<file path="src/rtl/alu_exec_stage.sv">
// LC-3 execute stage: ADD/AND/NOT with imm5 option, NZP condition codes and BEN,
// presented to the register-file write port through a one-entry valid/ready register.
module alu_exec_stage #(
   parameter int         WIDTH    = 16,
   parameter logic [2:0] CC_RESET = 3'b010
) (
   input  logic             Clk,
   input  logic             Reset,
   input  logic             in_valid,
   output logic             in_ready,
   input  logic [15:0]      IR,
   input  logic [WIDTH-1:0] SR1_in,
   input  logic [WIDTH-1:0] SR2_in,
   output logic             out_valid,
   input  logic             out_ready,
   output logic [WIDTH-1:0] ALU_out,
   output logic [2:0]       DR_out,
   output logic             LD_REG_out,
   output logic [2:0]       NZP,
   output logic             BEN
);

   typedef enum logic [3:0] {
      OP_BR  = 4'b0000,
      OP_ADD = 4'b0001,
      OP_AND = 4'b0101,
      OP_NOT = 4'b1001
   } opcode_t;

   logic             accept;
   logic             drain;
   logic [WIDTH-1:0] b_op;
   logic [WIDTH-1:0] result;
   logic             ld_reg;
   logic             cc_write;
   logic             is_br;
   logic [2:0]       nzp_new;
   logic             unused_ir;

   // SR1/SR2 register selects are resolved upstream by the register file
   assign unused_ir = ^IR[8:6];

   assign in_ready = !out_valid || out_ready;
   assign accept   = in_valid && in_ready;
   assign drain    = out_valid && out_ready;

   always_comb begin
      b_op     = IR[5] ? {{(WIDTH-5){IR[4]}}, IR[4:0]} : SR2_in;
      result   = SR1_in;
      ld_reg   = 1'b0;
      cc_write = 1'b0;
      is_br    = 1'b0;
      case (IR[15:12])
         OP_ADD: begin
            result   = SR1_in + b_op;
            ld_reg   = 1'b1;
            cc_write = 1'b1;
         end
         OP_AND: begin
            result   = SR1_in & b_op;
            ld_reg   = 1'b1;
            cc_write = 1'b1;
         end
         OP_NOT: begin
            result   = ~SR1_in;
            ld_reg   = 1'b1;
            cc_write = 1'b1;
         end
         OP_BR: is_br = 1'b1;
         default: ;
      endcase
      nzp_new[2] = result[WIDTH-1];
      nzp_new[1] = (result == '0);
      nzp_new[0] = !nzp_new[2] && !nzp_new[1];
   end

   always_ff @(posedge Clk or negedge Reset) begin
      if (!Reset) begin
         out_valid  <= 1'b0;
         ALU_out    <= '0;
         DR_out     <= '0;
         LD_REG_out <= 1'b0;
         NZP        <= CC_RESET;
         BEN        <= 1'b0;
      end else if (accept) begin
         out_valid  <= 1'b1;
         ALU_out    <= result;
         DR_out     <= IR[11:9];
         LD_REG_out <= ld_reg;
         if (cc_write) NZP <= nzp_new;
         // BR samples the condition codes as they stand before this edge
         if (is_br)    BEN <= |(IR[11:9] & NZP);
      end else if (drain) begin
         out_valid <= 1'b0;
      end
   end

endmodule

</file>
<file path="config.mk">
export PLATFORM = sky130hd
export DESIGN_NAME = alu_exec_stage
export DESIGN_NICKNAME = d
export VERILOG_FILES = /design/src/rtl/alu_exec_stage.sv
export SDC_FILE = /design/constraint.sdc
export NUM_CORES = 1
export LEC_CHECK = 0
export ABC_AREA = 1
export BUFFER_PORTS_ARGS = -buffer_cell sky130_fd_sc_hd__buf_2
export CORE_UTILIZATION = 51
export DETAILED_ROUTE_END_ITERATION = 12
export GPL_ROUTABILITY_DRIVEN = 0
export PLACE_DENSITY = 0.79
export RECOVER_POWER = 25
export SLEW_MARGIN = 5
export SYNTH_ARGS = -nofsm -noshare
export SYNTH_HDL_FRONTEND = slang
export SYNTH_SLANG_ARGS = --single-unit
</file>
<file path="constraint.sdc">
create_clock -name Clk -period 3.7 [get_ports Clk]
set_input_delay 0.74 -clock Clk [delete_from_list [all_inputs] [get_ports Clk]]
set_output_delay 0.74 -clock Clk [all_outputs]
set_load 0.02 [all_outputs]
</file>
==> results of run 1 <==
[worst max-delay path: cells and delay by family]
kind	cells	cell delay (ps)
buffers and inverters	2	380
and+or+nand+nor	13	1350
adders and majority gates	1	420
muxes	1	380
[cells in the final DEF (no fill, tap or decap), types with 2 or more instances in the layout]
cell type / n
a21oi_1: 13
or2_0: 2
o22ai_1: 9
or2_1: 3
o21ai_1: 3
or2_2: 8
nand3_2: 3
and2_1: 3
clkbuf_1: 2
nand2_2: 2
mux2_2: 4
inv_1: 68
dfrtp_1: 24
buf_2: 73
ha_1: 16
nand3b_1: 3
o21ai_0: 27
a211oi_1: 2
clkbuf_8: 3
nor2_2: 5
nor2_1: 28
buf_4: 2
nand2_1: 155
nand3_1: 33
inv_2: 5
nand4_1: 4
[path summary, 6_finish.rpt]
path / startpoint / to / slack [ps] / depth (start not counted)
min in group asynchronous: Reset / ALU_out[13] / 730 / 1
worst min-delay path: DR_out[1] / DR_out[1] / 480 / 2
max in group asynchronous: Reset / DR_out[0] / 2240 / 1
worst max register to register: out_valid / NZP[2] / 2170 / 7
worst min register to register: DR_out[1] / DR_out[1] / 480 / 2
worst max-delay path: IR[5] / NZP[0] / 580 / 17
[cell type report]
cell class | count | area share, %
flip-flops and latches | 25 | 20.3
repair buffers | 76 | 12.4
multi-input cells | 330 | 54.3
well taps | 67 | 2.71
clock buffers | 4 | 1.46
inverters | 73 | 8.86
[logic make-up (layout without fill, tap and decap cells)]
group           count (synthesis)  count (layout)  synth area share (%)
simple gates                  250             250                  40.9
flops                          25              25                  23.8
compound gates                 59              59                  12.7
buf+inv                        83             153                  12.7
fa+ha+maj                      17              17                  8.35
mux                             4               4                  1.71
[power by group]
part | internal, uW | switching, uW
logic | 156 | 277
registers | 315 | 22.6
clock network | 76.7 | 74.7
[per-layer routing]
metal | share of wire [%] | global-route usage (%) | vias to the layer above | routed length, um
met5 | 0 | 0 | - | 0
met4 | 0.30 | 4.70 | 0 | 20
met3 | 6.6 | 1.49 | 4 | 446
met2 | 47 | 45.8 | 95 | 3170
met1 | 46 | 32.7 | 1315 | 3120
li1 | - | - | 1531 | -
[flip-flops by register name (all words and copies together), names as in the netlist]
register,count
ALU_out,16
BEN,1
DR_out,3
LD_REG_out,1
NZP,3
out_valid,1
[through the flow]
stage | worst slack, ps | area (um2) | hold WS [ps]
after floorplan | 616 | 2640 | 444
after global placement | 406 | 3050 | 456
after detailed placement | 370 | 3050 | 464
after CTS | 645 | 3090 | 460
after global routing | 398 | 3090 | 497
final | 583 | 3090 | 478
==> metrics.md, run 1 <==
| Metric | Value |
|---|---|
| Outcome | `finished, final reports clean` |
| Post-CTS Setup Repair Bufs | `0` |
| Multi-input gate area | `1680 um2` |
| Worst Setup Start Kind | `input port` |
| Die Ht | `73.9 um` |
| Post-synth top flop | `dfrtp_1` |
| Period utilisation layout | `84.2%` |
| GR Overflow Total | `0` |
| # DRC | `0` |
| Worst min-delay path category | `reg2reg` |
| Syn avg cell area | `6.02 um2` |
| Total number of vias | `2945` |
| Row count | `25` |
| Dominant cells by area after synthesis | `dfrtp_1 (23%), nand2_1 (22%), inv_1 (9.7%), ha_1 (7.6%), nand3_1 (6.3%)` |
| Syn_nets | `507` |
| DR WL/cell | `11.7 um` |
| WS Path Type | `in2reg` |
| CTS clock-pin slew for the worst setup and hold paths | `80 ps` |
| Actual slew at the worst max-slew pin | `1250 ps` |
| Worst Path Required | `3850 ps` |
| TNS Setup | `0 ps` |
| Max Freq | `0.321 GHz` |
| Worst-path fanout max | `11` |
| Starting Density | `54.4%` |
| Final Skew | `1.69 ps` |
| Post-layout minimum cycle time | `3120 ps` |
| CTS Buffer Depth | `2` |
| CP most frequent cell | `nand2_1` |
| CTS Hold Bufs | `0` |
| Mapped Area | `2640 um2` |
| Synth cell count leaders | `nand2_1 (155), inv_1 (68), nand3_1 (33), nor2_1 (28), o21ai_0 (27)` |
| Total GRT Usage | `25.1%` |
| WL final | `6750 um` |
| Io pins | `78` |
| EDFF count, synth | `0` |
| Drt pass-1 iters | `4` |
| Top-count cell post-synth | `nand2_1` |
| Leak | `0.00180 uW` |
| Fin nets | `578` |
| Cell taking the most area after synthesis | `dfrtp_1` |
| Yosys Warn Count | `0` |
| Clk_lat worst skew | `260 ps` |
| Vias in the first global route | `2493` |
| Cts bufs inserted | `3` |
| Seq/Total Area, Yosys | `23.8%` |
| Full die area | `5470 um2` |
| Utilization after layout | `63.8%` |
| Post-DP HPWL | `5430 um` |
| Post-route insts no fill | `575` |
| Layout cells sized above 1 | `21.1%` |
| I/O Buffers | `74` |
| Final setup violation count | `0` |
| Antenna Nets Post-Route | `0` |
| Initial antenna violation count | `0` |
| Die width | `73.9 um` |
| Maximum vdd drop | `191 uV` |
| RSZ-0062 raised after global routing | `no` |
| Max-slew violation count | `0` |
| Synth async-reset ratio | `100%` |
| Storage cell area | `627 um2` |
| FILL cells | `466` |
| Synth cell types | `33` |
| Crit-path max cell delay | `420 ps` |
| Cell Chain, Critical Path | `buf_2, buf_4, mux2_2, fa_1, nand3_1, nand3_1, nand2_1, nand2_1, or2_0, nand3_1, nand2_1, nor2_1, nand2_1, nor2_1, nand3_1, nand2_1, nand2_1` |
| Clock tree root buffer cell | `clkbuf_8` |
| Power Density | `298 nW/um2` |
| Critical path arrival | `3270 ps` |
| Max-cap violation count | `0` |
| Final hold vios | `0` |
| Slowest stage cell on the critical path | `fa_1` |
| CTS Sinks | `25` |
| CP endpoint kind | `flip-flop` |
| Vias/cell | `5.12` |
| Placed Instances | `571` |
| Design Power | `922 uW` |
| #FFs+latches synth | `25` |
| Max-slew headroom | `16.7%` |
| Pin count of the biggest net entering global routing | `26` |
| Core ar. | `4850 um2` |
| DR iter-0 viols | `160` |
| Diode count | `0` |
| Clock H-tree levels | `1` |
| First-pass GRT wire length | `10900 um` |
| # resized after CTS | `0` |
| Share of the synthesized area in the top cell type | `22.8%` |
| Mapped Cells | `438` |
| TritonCTS clock tree | `done` |
| Area Overhead vs Synth | `17.2%` |
Note: power is estimated with default switching activity, not from simulation.
==> run 2, diff against run 1 <==
==> constraint.sdc (replaced) <==
create_clock -name Clk -period 3.2 [get_ports Clk]
set_input_delay 0.64 -clock Clk [delete_from_list [all_inputs] [get_ports Clk]]
set_output_delay 0.64 -clock Clk [all_outputs]
set_load 0.02 [all_outputs]
==> run 2 against run 1 <==
  * Combinational power rose by 17%
  * Setup slack got worse by 220 ps
  * Critical path depth did not move
  * Clock-buffer cell count did not move
  * Largest power group unchanged
  * Total power rose by 17%
  * Critical path type unchanged
  * Die area did not move
  * Cell area rose by 1.5%
==> metrics.md, run 2 (same netlist as run 1, synthesis figures left out) <==
| Metric | Value |
|---|---|
| Drt pass-1 iters | `5` |
| Multi-input gate area | `1680 um2` |
| DR iter-0 viols | `161` |
| Placed cell area | `3090 um2` |
| Clock H-tree levels | `1` |
| Clock tree root buffer cell | `clkbuf_8` |
| Maximum vdd drop | `168 uV` |
| Power Density | `344 nW/um2` |
| # DRC | `0` |
| Full die area | `5470 um2` |
| TritonCTS clock tree | `done` |
| Final Skew | `1.30 ps` |
| Worst Setup Start Kind | `input port` |
| TNS Setup | `0 ps` |
| Worst min-delay path category | `reg2reg` |
| Vias/cell | `5.05` |
| Starting Density | `54.4%` |
| Pint | `641 uW` |
| WS Path Type | `in2reg` |
| Crit-path max cell delay | `400 ps` |
| Final setup violation count | `0` |
| Seq pwr share | `36.2%` |
| # resized after CTS | `0` |
| Layout cells sized above 1 | `22.0%` |
| Antenna Nets Post-Route | `0` |
| Max FFs per register | `16` |
| Clock group share of total power | `16.7%` |
| First-pass GRT wire length | `11100 um` |
| Max-slew violation count | `0` |
| Cell Chain, Critical Path | `buf_2, mux2_2, ha_1, fa_1, nand3_1, nand3_1, nand2_1, nand2_1, or2_0, nand3_1, nand2_1, nor2_1, nand2_1, nor2_1, nand3_1, nand2_1, nand2_1` |
| I/O Buffers | `74` |
| Die Ht | `73.9 um` |
| GR Overflow Total | `0` |
| Leak | `0.00183 uW` |
| Storage cell area | `627 um2` |
| WL final | `6690 um` |
| CTS Hold Bufs | `0` |
| Actual slew at the worst max-slew pin | `1280 ps` |
| Cts bufs inserted | `3` |
| CP endpoint kind | `flip-flop` |
| Clk_lat worst skew | `260 ps` |
| Max-slew headroom | `14.6%` |
| Design Power | `1080 uW` |
| Fin nets | `584` |
| Crit path buffers/inverters | `1` |
| Die width | `73.9 um` |
| Period utilisation layout | `88.6%` |
| RSZ-0062 raised after global routing | `no` |
| FILL cells | `460` |
| Placed Instances | `577` |
| CTS Sinks | `25` |
| Commonest non-fill, non-tap cell in the layout | `nand2_1` |
| Final hold vios | `0` |
| Max-cap violation count | `0` |
| Post-DP HPWL | `5500 um` |
| Most frequent cells in the layout | `nand2_1 (155), buf_2 (73), inv_1 (68), nand3_1 (33), nor2_1 (28)` |
| Slowest stage cell on the critical path | `fa_1` |
| Outcome | `finished, final reports clean` |
| Pin count of the biggest net entering global routing | `26` |
| Area Overhead vs Synth | `18.9%` |
| Post-layout minimum cycle time | `2840 ps` |
| Worst Path Required | `3360 ps` |
| Most flops, register | `ALU_out` |
| CTS Buffer Depth | `2` |
| Diode count | `0` |
| Logic pwr share | `47.1%` |
| Worst-path fanout max | `4` |
| Critical path arrival | `3000 ps` |
| Crit-path leading delay family | `simple AND/OR/NAND/NOR gates` |
| Sw Ratio | `40.6%` |
| Post-CTS Setup Repair Bufs | `0` |
| Total number of vias | `2936` |
| Worst setup margin | `365 ps` |
| Post-route insts no fill | `581` |
| Sw power | `437 uW` |
| Initial antenna violation count | `0` |
| Biggest regs | `ALU_out x16, DR_out x3, NZP x3` |
| Row count | `25` |
| Io pins | `78` |
| DR WL/cell | `11.5 um` |
| Core ar. | `4850 um2` |
| Total GRT Usage | `25.7%` |
| CTS clock-pin slew for the worst setup and hold paths | `80 ps` |
| Vias in the first global route | `2574` |
| Dpl ws | `81.4 ps` |
| CP most frequent cell | `nand2_1` |
| Finished Cell Area | `3140 um2` |
| Max Freq | `0.353 GHz` |
==> run 2: final timing paths <==
| check | from | end | slack [ps] | cells after the start |
|---|---|---|---|---|
| setup / recovery | IR[5] | NZP[0] | 360 | 17 |
| hold / removal | DR_out[0] | DR_out[0] | 480 | 2 |
| setup reg to reg | out_valid | NZP[2] | 1700 | 7 |
| hold reg to reg | DR_out[0] | DR_out[0] | 480 | 2 |
| max in group asynchronous | Reset | ALU_out[2] | 1810 | 1 |
| min in group asynchronous | Reset | ALU_out[11] | 630 | 1 |
==> run 2: layer usage <==
metal	up-vias	GRT usage (%)	part of all wire, %
met3	11	2.03	8.4
met1	1277	33.8	45
met5	-	0	0
li1	1539	-	-
met4	0	7.69	1.4
met2	109	44.9	46
==> run 2: layout make-up <==
class,count,area share [%]
Clock buffer,4,1.44
Timing Repair Buffer,82,13.7
Multi-Input combinational cell,330,53.5
Sequential cell,25,20.0
Tap cell,67,2.67
Inverter,73,8.74
==> run 2: power by group through the flow <==
stage | Clock [uW] | Combinational (uW) | Sequential (uW)
2_1_floorplan | 0 | 281 | 456
3_3_place_gp | 0 | 496 | 394
3_5_place_dp | 0 | 507 | 397
4_1_cts | 184 | 508 | 391
5_1_grt | 195 | 576 | 397
6_report | 180 | 508 | 391
==> run 2: tightest hold or removal path: stages, from the launching register on <==
cell	delay (ps)
dfrtp_1	340
nand2_1	50
nand2_1	60
==> run 2: per-stage QoR <==
step	utilization (%)	hold WS (ps)
after global placement	63.8	455
final	64.7	479
after global routing	64.7	499
after CTS	64.7	362
after floorplan	-	344
after detailed placement	63.8	462
